<file path="config.mk">
export PLATFORM = sky130hd
export DESIGN_NAME = exe_alu_arbiter
export DESIGN_NICKNAME = d
export VERILOG_FILES = /design/src/rtl/exe_alu_arbiter.sv
export SDC_FILE = /design/constraint.sdc
export NUM_CORES = 1
export LEC_CHECK = 0
export ABC_AREA = 1
export BUFFER_PORTS_ARGS = -buffer_cell sky130_fd_sc_hd__buf_2
export CORE_AREA = 2 2 254 256
export CTS_CLUSTER_DIAMETER = 120
export DETAILED_ROUTE_END_ITERATION = 12
export DIE_AREA = 0 0 256 258
export GPL_TIMING_DRIVEN = 0
export SLEW_MARGIN = 5
export SYNTH_ARGS = -nofsm -noshare
export SYNTH_HDL_FRONTEND = slang
export SYNTH_SLANG_ARGS = --single-unit
export TNS_END_PERCENT = 1
</file>
<file path="constraint.sdc">
create_clock -name clk -period 3.5 [get_ports clk]
set_clock_uncertainty 0.05 [all_clocks]
set_input_delay 0 -clock clk [delete_from_list [all_inputs] [get_ports clk]]
set_output_delay 0 -clock clk [all_outputs]
set_load 0.005 [all_outputs]
</file>
<file path="src/rtl/exe_alu_arbiter.sv">
`default_nettype none
// ============================================================================
// Module   : exe_alu_arbiter
// Purpose  : Round-robin share of the execute-stage integer ALU between the
//            issue pipeline (port 0) and the branch/address path (port 1),
//            with a one-deep registered response slot per port.
// Revision : 1.0 - initial release
// ============================================================================
module exe_alu_arbiter #(
    parameter int XLEN  = 64,
    parameter int ALU_W = 10,
    parameter int BJ_W  = 8,
    parameter int TAG_W = 4
) (
    input  logic             clk,
    input  logic             rst,
    input  logic             flush,

    input  logic             req0_valid,
    output logic             req0_ready,
    input  logic [XLEN-1:0]  req0_op1,
    input  logic [XLEN-1:0]  req0_op2,
    input  logic [ALU_W-1:0] req0_alu_info,
    input  logic             req0_word,
    input  logic [TAG_W-1:0] req0_tag,

    input  logic             req1_valid,
    output logic             req1_ready,
    input  logic [XLEN-1:0]  req1_op1,
    input  logic [XLEN-1:0]  req1_op2,
    input  logic [ALU_W-1:0] req1_alu_info,
    input  logic             req1_word,
    input  logic [TAG_W-1:0] req1_tag,

    output logic [XLEN-1:0]  alu_op1,
    output logic [XLEN-1:0]  alu_op2,
    output logic [ALU_W-1:0] alu_info,
    output logic             alu_word,
    input  logic [XLEN-1:0]  alu_result,
    input  logic [BJ_W-1:0]  alu_bj,

    output logic             rsp0_valid,
    input  logic             rsp0_ready,
    output logic [XLEN-1:0]  rsp0_data,
    output logic [BJ_W-1:0]  rsp0_bj,
    output logic [TAG_W-1:0] rsp0_tag,

    output logic             rsp1_valid,
    input  logic             rsp1_ready,
    output logic [XLEN-1:0]  rsp1_data,
    output logic [BJ_W-1:0]  rsp1_bj,
    output logic [TAG_W-1:0] rsp1_tag
);

    logic             r_ptr;
    logic             r_rsp0_valid;
    logic [XLEN-1:0]  r_rsp0_data;
    logic [BJ_W-1:0]  r_rsp0_bj;
    logic [TAG_W-1:0] r_rsp0_tag;
    logic             r_rsp1_valid;
    logic [XLEN-1:0]  r_rsp1_data;
    logic [BJ_W-1:0]  r_rsp1_bj;
    logic [TAG_W-1:0] r_rsp1_tag;

    logic w_elig0;
    logic w_elig1;
    logic w_gnt0;
    logic w_gnt1;

    // Holding reset low also suppresses grants so nothing reaches the ALU.
    assign w_elig0 = rst && !flush && req0_valid && (!r_rsp0_valid || rsp0_ready);
    assign w_elig1 = rst && !flush && req1_valid && (!r_rsp1_valid || rsp1_ready);
    assign w_gnt0  = w_elig0 && (!w_elig1 || !r_ptr);
    assign w_gnt1  = w_elig1 && (!w_elig0 ||  r_ptr);

    assign req0_ready = w_gnt0;
    assign req1_ready = w_gnt1;

    always_comb begin
        alu_op1  = '0;
        alu_op2  = '0;
        alu_info = '0;
        alu_word = 1'b0;
        if (w_gnt0) begin
            alu_op1  = req0_op1;
            alu_op2  = req0_op2;
            alu_info = req0_alu_info;
            alu_word = req0_word;
        end else if (w_gnt1) begin
            alu_op1  = req1_op1;
            alu_op2  = req1_op2;
            alu_info = req1_alu_info;
            alu_word = req1_word;
        end
    end

    always_ff @(posedge clk) begin
        if (!rst) begin
            r_ptr        <= 1'b0;
            r_rsp0_valid <= 1'b0;
            r_rsp0_data  <= '0;
            r_rsp0_bj    <= '0;
            r_rsp0_tag   <= '0;
            r_rsp1_valid <= 1'b0;
            r_rsp1_data  <= '0;
            r_rsp1_bj    <= '0;
            r_rsp1_tag   <= '0;
        end else begin
            if (w_gnt0)
                r_ptr <= 1'b1;
            else if (w_gnt1)
                r_ptr <= 1'b0;

            // Flush blocks grants, so it only ever empties the slots.
            if (flush) begin
                r_rsp0_valid <= 1'b0;
            end else if (w_gnt0) begin
                r_rsp0_valid <= 1'b1;
                r_rsp0_data  <= alu_result;
                r_rsp0_bj    <= alu_bj;
                r_rsp0_tag   <= req0_tag;
            end else if (rsp0_ready) begin
                r_rsp0_valid <= 1'b0;
            end

            if (flush) begin
                r_rsp1_valid <= 1'b0;
            end else if (w_gnt1) begin
                r_rsp1_valid <= 1'b1;
                r_rsp1_data  <= alu_result;
                r_rsp1_bj    <= alu_bj;
                r_rsp1_tag   <= req1_tag;
            end else if (rsp1_ready) begin
                r_rsp1_valid <= 1'b0;
            end
        end
    end

    assign rsp0_valid = r_rsp0_valid;
    assign rsp0_data  = r_rsp0_data;
    assign rsp0_bj    = r_rsp0_bj;
    assign rsp0_tag   = r_rsp0_tag;
    assign rsp1_valid = r_rsp1_valid;
    assign rsp1_data  = r_rsp1_data;
    assign rsp1_bj    = r_rsp1_bj;
    assign rsp1_tag   = r_rsp1_tag;

endmodule
`default_nettype wire
</file>
Word level (Yosys, flattened, before mapping)
Cells that the tools add are included.
Widths: inputs -> output; s select.
{ "totals": {"reg_bits": 155, "latch_bits": 0, "ram_bits": 0, "mem_bits_ro": 0, "inputBits": 365, "out_inout_bits": 295, "wordCells": 48, "memories": 0} }
{ "op_classes": {"add_sub_neg": 0, "multipliers": 0, "div": 0, "magnitude_cmp": 0, "eq_ne": 0, "shifts": 0, "muxes": 14, "n_bitwise": 2, "reduce_logical": 23} }
{ "ops": {"columns": ["cell", "n"], "rows": [
  ["$mux 64", 4],
  ["$mux 10", 2],
  ["$mux 1", 8],
  ["$logic_and 1x1->1", 7],
  ["$logic_not 1->1", 6],
  ["$reduce_bool 2->1", 3],
  ["$logic_or 1x1->1", 4],
  ["$reduce_and 2->1", 2],
  ["$not 1->1", 2],
  ["$reduce_or 2->1", 1]
]} }

Logic depth before layout (Yosys ltp)
Gate-level depths: netlist of run 1.
{ "logic_depth": {"depth_word": 9, "ltp_mapped": 11, "ltp_nobuf": 8} }

Worst setup path before layout of run 1
Ideal clock, no wire load.
{ "synth_timing": {"kind": "register -> register", "from": "register r_rsp1_valid, in the netlist rsp1_valid", "to": "register r_rsp0_data[26], in the netlist rsp0_data[26]", "setup_time_ps": 115, "t_arrival_ps": 1351, "t_required_ps": 3335, "slack_ps": 1984, "stages_incl_launch_ff": 8, "path_buffers": 2, "synth_period_minus_slack_ps": 1516, "path_cell_list": "dfxtp_1 > nand2_1 > nand3_1 > clkbuf_1 > clkbuf_1 > nand3_1 > nand2_1 > nor2_1"} }
{ "synth_between": {"elab_chain_len": 7} }
{ "synth_rtl": {"columns": ["item", "line", "text"], "rows": [
  ["from (decl)", "60", "logic r_rsp1_valid;"],
  ["from (signal assigned)", "104", "r_rsp1_valid <= 1'b0;"],
  ["from (signal assigned)", "127", "r_rsp1_valid <= 1'b0;"],
  ["from (signal assigned)", "129", "r_rsp1_valid <= 1'b1;"],
  ["$logic_not 1->1", "72", "assign w_elig1 = rst && !flush && req1_valid && (!r_rsp1_valid || rsp1_ready);"],
  ["$logic_or 1x1->1", "72", null],
  ["$logic_and 1x1->1", "72", null],
  ["$logic_not 1->1", "73", "assign w_gnt0 = w_elig0 && (!w_elig1 || !r_ptr);"],
  ["$logic_or 1x1->1", "73", null],
  ["$logic_and 1x1->1", "73", null],
  ["$reduce_and 2->1 (no source line)", null, null],
  ["to (signal assigned)", "119", "r_rsp0_data <= alu_result;"],
  ["to (decl)", "57", "logic [XLEN-1:0] r_rsp0_data;"]
]} }
No other way between the ends.
A chain may end at the register's enable or synchronous reset.

Worst setup path in the final report of run 1
{ "layout_timing": {"from": "register r_rsp1_valid, in the netlist rsp1_valid", "to": "output port alu_op2[52]"} }
{ "layout_between": {"elab_chain_len": 7, "elab_cells_between_ends": 9, "classes_between": "mux: 2; reduce/logical: 7"} }
{ "layout_rtl": {"columns": ["item", "line", "text"], "rows": [
  ["$logic_not 1->1 (*)", "72", null],
  ["$logic_or 1x1->1 (*)", "72", null],
  ["$logic_and 1x1->1 (*)", "72", null],
  ["$logic_not 1->1", "73", null],
  ["$logic_or 1x1->1", "73", null],
  ["$logic_and 1x1->1", "73", null],
  ["$mux 64 (*)", "84", "if (w_gnt0) begin"],
  ["to (decl)", "36", "output logic [XLEN-1:0] alu_op2,"]
]} }
Mark *: on every way between the ends. The rest lies on a longest branch, timed or not.

==> impl_metrics.yaml, run 1 <==
floorplanning:
  core-area_mm2: 0.0636
  start_util_pct: 13.0
  die_y_um: 258
  rows: 93
  die_w_um: 256
  die_area_mm2: 0.0660
  ioPinCount: 660
cells_and_area:
  drive_above_1_share_pct: 34.7
  final_cells: 3029
  syn_to_final_growth_pct: 70.2
  nets: 2516
place:
  dp.cells: 2903
  gp_congestion: 0.952
  dp_hpwl_um: 54200
  numPortBuffers: 658
setup_path:
  cp-end-kind: "output pin"
  path_cells: "nand2_1 > nand3_1 > nand2_1 > inv_2 > buf_6 > buf_4 > nand2_1 > nand2_1 > buf_2"
  r2r_cells: 7
  crit_type: "reg2out"
  reg2reg_setup_slack_ns: 0.85
  cpMaxStageDelayCell: "nand3_1"
  required_ns: 3.45
  path_buf_inv: 4
  cp_common_cell: "nand2_1"
  r2r-start: "rsp1_valid"
  cp-start-kind: "flop"
  r2r_end: "rsp0_data[29]"
  slowest_delay_ns: 0.52
  crit_family: "simple AND/OR/NAND/NOR gates"
  cp_max_fo: 10
  crit_arrival_ns: 2.92
grt:
  grt_max_degree: 19
  grt_overflow: 0
  grt_pass1_vias: 11500
  grt_use_total_pct: 18.6
  grt_pass1_wl_um: 86300
  antenna_found_initial: 30
power_and_ir_drop:
  p_leak_nw: 7.93
  p_per_area_mw_per_mm2: 347
  ir_drop_mv: 0.273
clock_tree:
  clock-root-buffer: "clkbuf_16"
  cts_buffer_depth: 2
  h-tree-depth: 4
  clkLatencyLatePin_ns: 0.44
  cts_buffers: 17
  clk_pin_slew_worst_paths_ns: 0.06
  cts_resized: 0
  cts_sinks: 155
  cts_tree: "built"
hold_path:
  hold_path_class: "in2out"
  hold_path_end: "alu_op1[22]"
  min_path_cells: 4
  hold_start: "req1_op1[22]"
yosys:
  syn_avg_cell_area_um2: 5.97
  ys_ff_latch: 155
  synth-edff-count: 0
  synth_fp_nets: 1755
  ys_types: 16
  async_reset_ff_share_pct: 0
  synth_cells: 1390
  synth_ff_type: "dfxtp_1"
  synth.top_cells.by_count: "nand2_1 (575), dfxtp_1 (155), nor2_1 (153), a21oi_1 (152), nand3_1 (149)"
  netlist.area_leader.share_pct: 37.4
  netlist_area_mm2: 0.00830
  yosysSeqAreaShare_pct: 37.4
  yosysTopAreaCell: "dfxtp_1"
  yosys-top-cells-area: "dfxtp_1 (37%), nand2_1 (26%), a21oi_1 (9.2%)"
  yosys_warnings: 0
  yosysMostFrequentCell: "nand2_1"
timing:
  fmax_mhz: 337
  hold_viol_final: 0
  whs_ns: 0.207
  tns_ns: 0
  timing.final.max_slew_violations: 0
  rsz0062_at_grt: "false"
  max_slew_margin_pct: 35.4
  fin_crit_ns: 2.97
  post-route-period-util_pct: 84.9
  setup_viol_count_final: 0
  tightest_slew_ns: 0.969
route:
  viasPerCell: 3.94
  wire_per_inst_um: 21.1
  vias: 11900
  ant_nets: 0
  routed_wl_um: 63900
  drtIter0Drc: 724
  dr.pass1.iters: 6
  drc: 0
outcome:
  status: "finished, final reports clean"
run:
  drv_cap: 0
[sequential cells by signal, summed over array words and instances (netlist names)]
signal and count:
rsp0_data 64, rsp1_data 64, rsp0_bj 8, rsp1_bj 8
rsp0_tag 4, rsp1_tag 4, r_ptr 1, rsp0_valid 1
rsp1_valid 1
[tightest hold or removal path, delay by kind of cell]
family / cells / cell delay [ns]
buffers and inverters: 2 / 0.17
and+or+nand+nor: 2 / 0.08
[worst max path at each step]
stage	slack (ns)	endpoint	cells past startpoint	from
2_1_floorplan	1.98	rsp0_data[26]	7	rsp1_valid
3_3_place_gp	0.80	alu_op2[53]	12	rst
3_5_place_dp	0.82	alu_op2[53]	12	rst
4_1_cts	0.41	alu_op2[52]	9	rsp1_valid
5_1_grt	0.41	alu_op2[52]	9	rsp1_valid
6_report	0.53	alu_op2[52]	9	rsp1_valid
[cell families (layout without fill, tap and decap cells)]
kind of cell | Yosys count | after routing | share of synthesized area (%)
and+or+nand+nor | 885 | 885 | 42.8
AOI/OAI and AO/OA | 155 | 155 | 9.35
buffers and inverters | 195 | 969 | 10.4
DFF | 155 | 155 | 37.4
other | 0 | 10 | 0
[through the flow]
step	utilization (%)	setup slack, ns	total power (W)	cell area (um2)
after floorplan	-	1.98	0.00236	8300
after global placement	19.9	0.798	0.00297	12700
after detailed placement	19.9	0.821	0.00298	12700
after CTS	22.2	0.411	0.00497	14100
after global routing	22.2	0.412	0.00515	14100
final	22.2	0.530	0.00491	14100
[where the power goes]
| part | leakage, nW | total, W | internal (W) | switching (W) |
|---|---|---|---|---|
| sequential | 1.27 | 0.00190 | 0.00186 | 0.0000473 |
| clock | 0.290 | 0.00190 | 0.000962 | 0.000938 |
| combinational | 6.37 | 0.00110 | 0.000484 | 0.000621 |
[metal layers]
metal | routed length (um) | global-route usage (%) | up-vias | part of all wire, %
li1 | - | - | 5861 | -
met3 | 5400 | 5.36 | 107 | 8.5
met4 | 2050 | 6.29 | 6 | 3.2
met1 | 24800 | 21.3 | 5363 | 39
met2 | 31500 | 32.9 | 596 | 49
met5 | 39 | 0 | - | 0.061
[what timing repair did]
| action | CTS | global route |
|---|---|---|
| hold buffers | 84 | 0 |
| hold endpoints to repair | 154 | 0 |
| endpoints found under the setup margin | 0 | 0 |
| setup buffers | 0 | 0 |
[final cells by class]
class | instances | area [um2]
multi-input cells | 1040 | 4330
plain buffers | 111 | 552
diodes | 10 | 25.0
fillers | 7382 | 49500
repair buffers | 742 | 4130
clock inverters | 15 | 174
flip-flops and latches | 155 | 3100
inverters | 84 | 315
clock buffers | 17 | 425
well taps | 855 | 1070
[cells in the final DEF, fill, tap and decap left out, drive strengths merged]
| cell type | count |
|---|---|
| clkinv | 7 |
| buf | 725 |
| a21oi | 152 |
| nand3 | 149 |
| clkbuf | 61 |
| o21ai | 3 |
| dfxtp | 155 |
| dlygate4sd3 | 84 |
| nand3b | 4 |
| inv | 91 |
| nor2 | 156 |
| nand2 | 575 |
| nand4 | 1 |
| diode | 10 |
| clkinvlp | 1 |
(Power assumes the default switching activity.)
==> inputs of run 2 (changes only) <==
Settings changed: CORE_AREA 2 2 254 256 to 2 2 256 258, DIE_AREA 0 0 256 258 to 0 0 258 260.
Clock period 3.5 ns to 3 ns, I/O delays scaled along.
==> run 2 against run 1 <==
Net effect:
- via count is 0.28% higher
- register-to-register slack worse by 0.33 ns
- utilization is 0.16 points lower
- non-clock buffer count is 1 higher
- largest cell class unchanged
==> impl_metrics.yaml, run 2 (same netlist as run 1, synthesis figures left out) <==
setup_path:
  r2r_cells: 6
  r2r_end: "rsp1_data[11]"
  cp-start-kind: "flop"
  required_ns: 2.95
  cp-end-kind: "output pin"
  crit_type: "reg2out"
  cpMaxStageDelayCell: "nand3_1"
  crit_arrival_ns: 2.81
  slowest_delay_ns: 0.43
  r2r-start: "rsp0_valid"
  reg2reg_setup_slack_ns: 0.52
  cp_common_cell: "nand2_1"
  cp_max_fo: 10
  path_cells: "nand2_1 > nand3_1 > nand2_1 > inv_2 > buf_6 > buf_2 > nand2_1 > nand2_1 > buf_2"
hold_path:
  hold_path_class: "in2reg"
  hold_path_end: "rsp0_data[36]"
  min_path_cells: 4
  hold_start: "rst"
clock_tree:
  cts_sinks: 155
  cts_tree: "built"
  cts_buffer_depth: 2
  cts_resized: 0
  clk_pin_slew_worst_paths_ns: 0.07
  clkLatencyLatePin_ns: 0.46
  h-tree-depth: 4
  clock-root-buffer: "clkbuf_16"
  cts_buffers: 17
run:
  drv_cap: 0
cells_and_area:
  drive_above_1_share_pct: 34.7
  syn_to_final_growth_pct: 70.2
  layout_common_cells: "buf_2 (685), nand2_1 (575), dfxtp_1 (155), nor2_1 (153), a21oi_1 (152)"
  layout_commonest_cell: "buf_2"
  nets: 2517
floorplanning:
  start_util_pct: 12.9
  ioPinCount: 660
  die_y_um: 260
  rows: 93
  die_w_um: 258
  core-area_mm2: 0.0641
  die_area_mm2: 0.0671
place:
  place_ws_ns: 0.410
  dp_hpwl_um: 54300
  numPortBuffers: 658
  gp_congestion: 0.971
route:
  viasPerCell: 3.95
  wire_per_inst_um: 21.1
  ant_nets: 0
  drc: 0
  dr.pass1.iters: 5
  routed_wl_um: 64000
  vias: 12000
  drtIter0Drc: 757
timing:
  hold_viol_final: 0
  max_slew_margin_pct: 30.3
  tightest_slew_ns: 1.05
  fin_crit_ns: 2.86
  setup_slack_ns: 0.139
  tns_ns: 0
  setup_viol_count_final: 0
  rsz0062_at_grt: "false"
  post-route-period-util_pct: 95.4
  fmax_mhz: 349
  timing.final.max_slew_violations: 0
outcome:
  status: "finished, final reports clean"
power_and_ir_drop:
  ir_drop_mv: 0.407
  p_per_area_mw_per_mm2: 406
  p_leak_nw: 7.94
grt:
  grt_use_total_pct: 18.3
  grt_pass1_wl_um: 85500
  grt_overflow: 0
  antenna_found_initial: 39
  grt_max_degree: 19
  grt_pass1_vias: 11200
run 2: cell count changes in the layout (fill, tap and decap cells not counted):
cell and delta:
buf_4 +1, clkinv_2 -1, clkinv_4 +1, clkinv_8 -1, diode_2 -3, inv_8 +1
run 2: through the flow:
step | power, W | hold WS [ns] | instances | area, um2 | utilization [%]
after floorplan | 0.00275 | 0.0408 | 1390 | 8300 | -
after detailed placement | 0.00346 | 0.210 | 2903 | 12700 | 19.8
after global routing | 0.00600 | 0.216 | 3024 | 14100 | 22.0
after CTS | 0.00580 | 0.150 | 3019 | 14100 | 22.0
final | 0.00573 | 0.172 | 3027 | 14100 | 22.0
after global placement | 0.00346 | 0.209 | 2903 | 12700 | 19.8
run 2: worst max-delay path by stage:
| stage | startpoint | end | slack [ns] | depth (start not counted) |
|---|---|---|---|---|
| global route | rsp1_valid | alu_op1[46] | 0.0005 | 9 |
| CTS | rsp1_valid | alu_op2[13] | 0.08 | 10 |
| detailed placement | rst | alu_op2[13] | 0.41 | 12 |
| floorplan | rsp1_valid | rsp0_data[26] | 1.48 | 7 |
| finish | rsp1_valid | alu_op1[46] | 0.14 | 9 |
| global placement | rst | alu_op2[13] | 0.41 | 12 |
run 2: timing repair:
action,4_1_cts,5_1_grt
buffers inserted,0,1
endpoints found under the setup margin,0,1
hold buffers,84,0
endpoints found under the hold margin,153,0
run 2: cell type report:
class	count	area, um2
fill	7445	50000
multi-input combinational	1040	4330
inverter	84	315
tap	855	1070
clock inverter	15	173
timing repair buffer	743	4140
antenna	7	17.5
clock buffer	17	425
buffer	111	552
sequential	155	3100
run 2: worst max-delay path: cells and delay by family (launching register included):
family	cells	cell delay, ns
flops	1	0.33
simple gates	5	1.27
buf+inv	4	0.71
run 2: power by group:
group | leakage (nW) | total [W] | switching (W) | internal (W)
combinational | 6.38 | 0.00128 | 0.000717 | 0.000565
sequential | 1.27 | 0.00222 | 0.0000560 | 0.00216
clock | 0.289 | 0.00223 | 0.00111 | 0.00112
run 2: routing by layer:
layer	share of wire [%]	vias up	wire length (um)	global-route usage (%)
met5	0.025	-	16	0
met4	1.6	4	1010	3.11
met3	7.5	86	4800	4.40
met2	49	602	31300	32.4
met1	42	5408	26900	22.6
li1	-	5866	-	-
==> inputs of run 3 (changes only) <==
Settings changed: CORE_AREA 2 2 256 258 to 2 2 254 256, DIE_AREA 0 0 258 260 to 0 0 256 258, GPL_ROUTABILITY_DRIVEN from default to 0, SLEW_MARGIN 5 to default.
Clock period 3 ns to 3.4 ns, I/O delays scaled along.
==> run 3 against run 2 <==
Net effect:
- clock power shrank 11%
- sequential power decreased by 12%
- sequential share of layout area about the same
- routed wire length fell by 1.1%
==> impl_metrics.yaml, run 3 (same netlist as run 1, synthesis figures left out) <==
route:
  dr.pass1.iters: 5
  drtIter0Drc: 841
  viasPerCell: 4.00
  drc: 0
  ant_nets: 0
  wire_per_inst_um: 20.9
  vias: 12100
  routed_wl_um: 63300
cells_and_area:
  fin_area_mm2: 0.0141
  nets: 2516
  layout_commonest_cell: "buf_2"
  syn_to_final_growth_pct: 70.0
  layout_common_cells: "buf_2 (685), nand2_1 (575), dfxtp_1 (155), nor2_1 (153), a21oi_1 (152)"
  utilization_pct: 22.2
  drive_above_1_share_pct: 34.7
floorplanning:
  die_w_um: 256
  rows: 93
  core-area_mm2: 0.0636
  ioPinCount: 660
  start_util_pct: 13.0
  die_area_mm2: 0.0660
  die_y_um: 258
clock_tree:
  post_cts_buffers: 0
  clk_pin_slew_worst_paths_ns: 0.07
  clock-root-buffer: "clkbuf_16"
  cts_buffers: 17
  cts_buffer_depth: 2
  cts_sinks: 155
  clkLatencyLatePin_ns: 0.44
  h-tree-depth: 4
  cts_tree: "built"
power_and_ir_drop:
  p_leak_nw: 7.93
  clkPwrFrac_pct: 39.2
  switching_power_w: 0.00161
  pwr-share-seq_pct: 38.5
  ir_drop_mv: 0.229
  p_int_w: 0.00347
  power_switching_share_pct: 31.7
  comb_power_share_pct: 22.3
  p_per_area_mw_per_mm2: 361
timing:
  post-route-period-util_pct: 82.0
  fin_crit_ns: 2.79
  rsz0062_at_grt: "false"
  timing.final.max_slew_violations: 0
  hold_viol_final: 0
  fmax_mhz: 359
  tns_ns: 0
  setup_viol_count_final: 0
  tightest_slew_ns: 1.01
  whs_ns: 0.208
  max_slew_margin_pct: 32.5
grt:
  grt_overflow: 0
  grt_max_degree: 17
  grt_pass1_wl_um: 85500
  grt.busiest_layer: "met2"
  antenna_found_initial: 26
  grt_use_total_pct: 18.3
  grt_pass1_vias: 11400
  use_met1_pct: 21.6
  met2_usage_pct: 32.9
  grtUsageMet3_pct: 4.43
setup_path:
  required_ns: 3.35
  cp-start-kind: "flop"
  crit_arrival_ns: 2.74
  cp_max_fo: 10
  crit_type: "reg2out"
  cp-end-kind: "output pin"
run:
  drv_cap: 0
place:
  numPortBuffers: 658
  dp_hpwl_um: 53600
  postPlaceCellArea_mm2: 0.0127
hold_path:
  hold_path_class: "in2reg"
outcome:
  status: "finished, final reports clean"
==> run 3: repair_timing <==
| item | CTS | global route |
|---|---|---|
| resized for setup | 0 | 0 |
| hold buffers | 84 | 0 |
| hold endpoints to repair | 154 | 0 |
==> run 3: final timing paths <==
check	from	endpoint	slack [ns]	cells after the start
hold / removal	rst	rsp1_bj[1]	0.21	4
hold reg to reg	rsp1_data[32]	rsp1_data[32]	0.42	2
setup reg to reg	rsp1_valid	rsp0_data[29]	0.81	7
setup / recovery	rsp1_valid	alu_op2[53]	0.61	10
==> run 3: power by group through the flow <==
stage	Clock (W)	Sequential, W	Combinational (W)
finish	0.00199	0.00196	0.00114
global route	0.00211	0.00197	0.00125
CTS	0.00204	0.00196	0.00114
detailed placement	0	0.00200	0.00106
global placement	0	0.00200	0.00106
floorplan	0	0.00201	0.000423
==> run 3: area by class of cell <==
type,instances,area [um2]
fill,7367,49500
multi-input combinational,1040,4330
timing repair buffer,742,4130
sequential,155,3100
tap,855,1070
buffer,111,552
clock buffer,19,443
inverter,84,315
clock inverter,13,151
antenna,6,15.0
==> run 3: critical path, stage by stage, from the launching register on <==
cell	delay (ns)
dfxtp_1	0.32
nand2_1	0.09
nand2_1	0.09
nor2_4	0.39
nand2_1	0.19
inv_2	0.27
buf_4	0.29
buf_4	0.25
nand2_1	0.13
nand2_1	0.12
buf_2	0.13
==> run 3: per-layer routing <==
layer | up-vias | part of all wire [%]
met4 | 2 | 2.4
met1 | 5549 | 40
met5 | - | 0.021
met3 | 82 | 7.2
li1 | 5861 | -
met2 | 602 | 50
==> run 3: stage by stage <==
| step | cells | total power, W | worst slack, ns |
|---|---|---|---|
| 2_1_floorplan | 1390 | 0.00243 | 1.88 |
| 3_3_place_gp | 2903 | 0.00306 | 0.728 |
| 3_5_place_dp | 2903 | 0.00306 | 0.756 |
| 4_1_cts | 3019 | 0.00514 | 0.393 |
| 5_1_grt | 3025 | 0.00533 | 0.331 |
| 6_report | 3025 | 0.00509 | 0.611 |
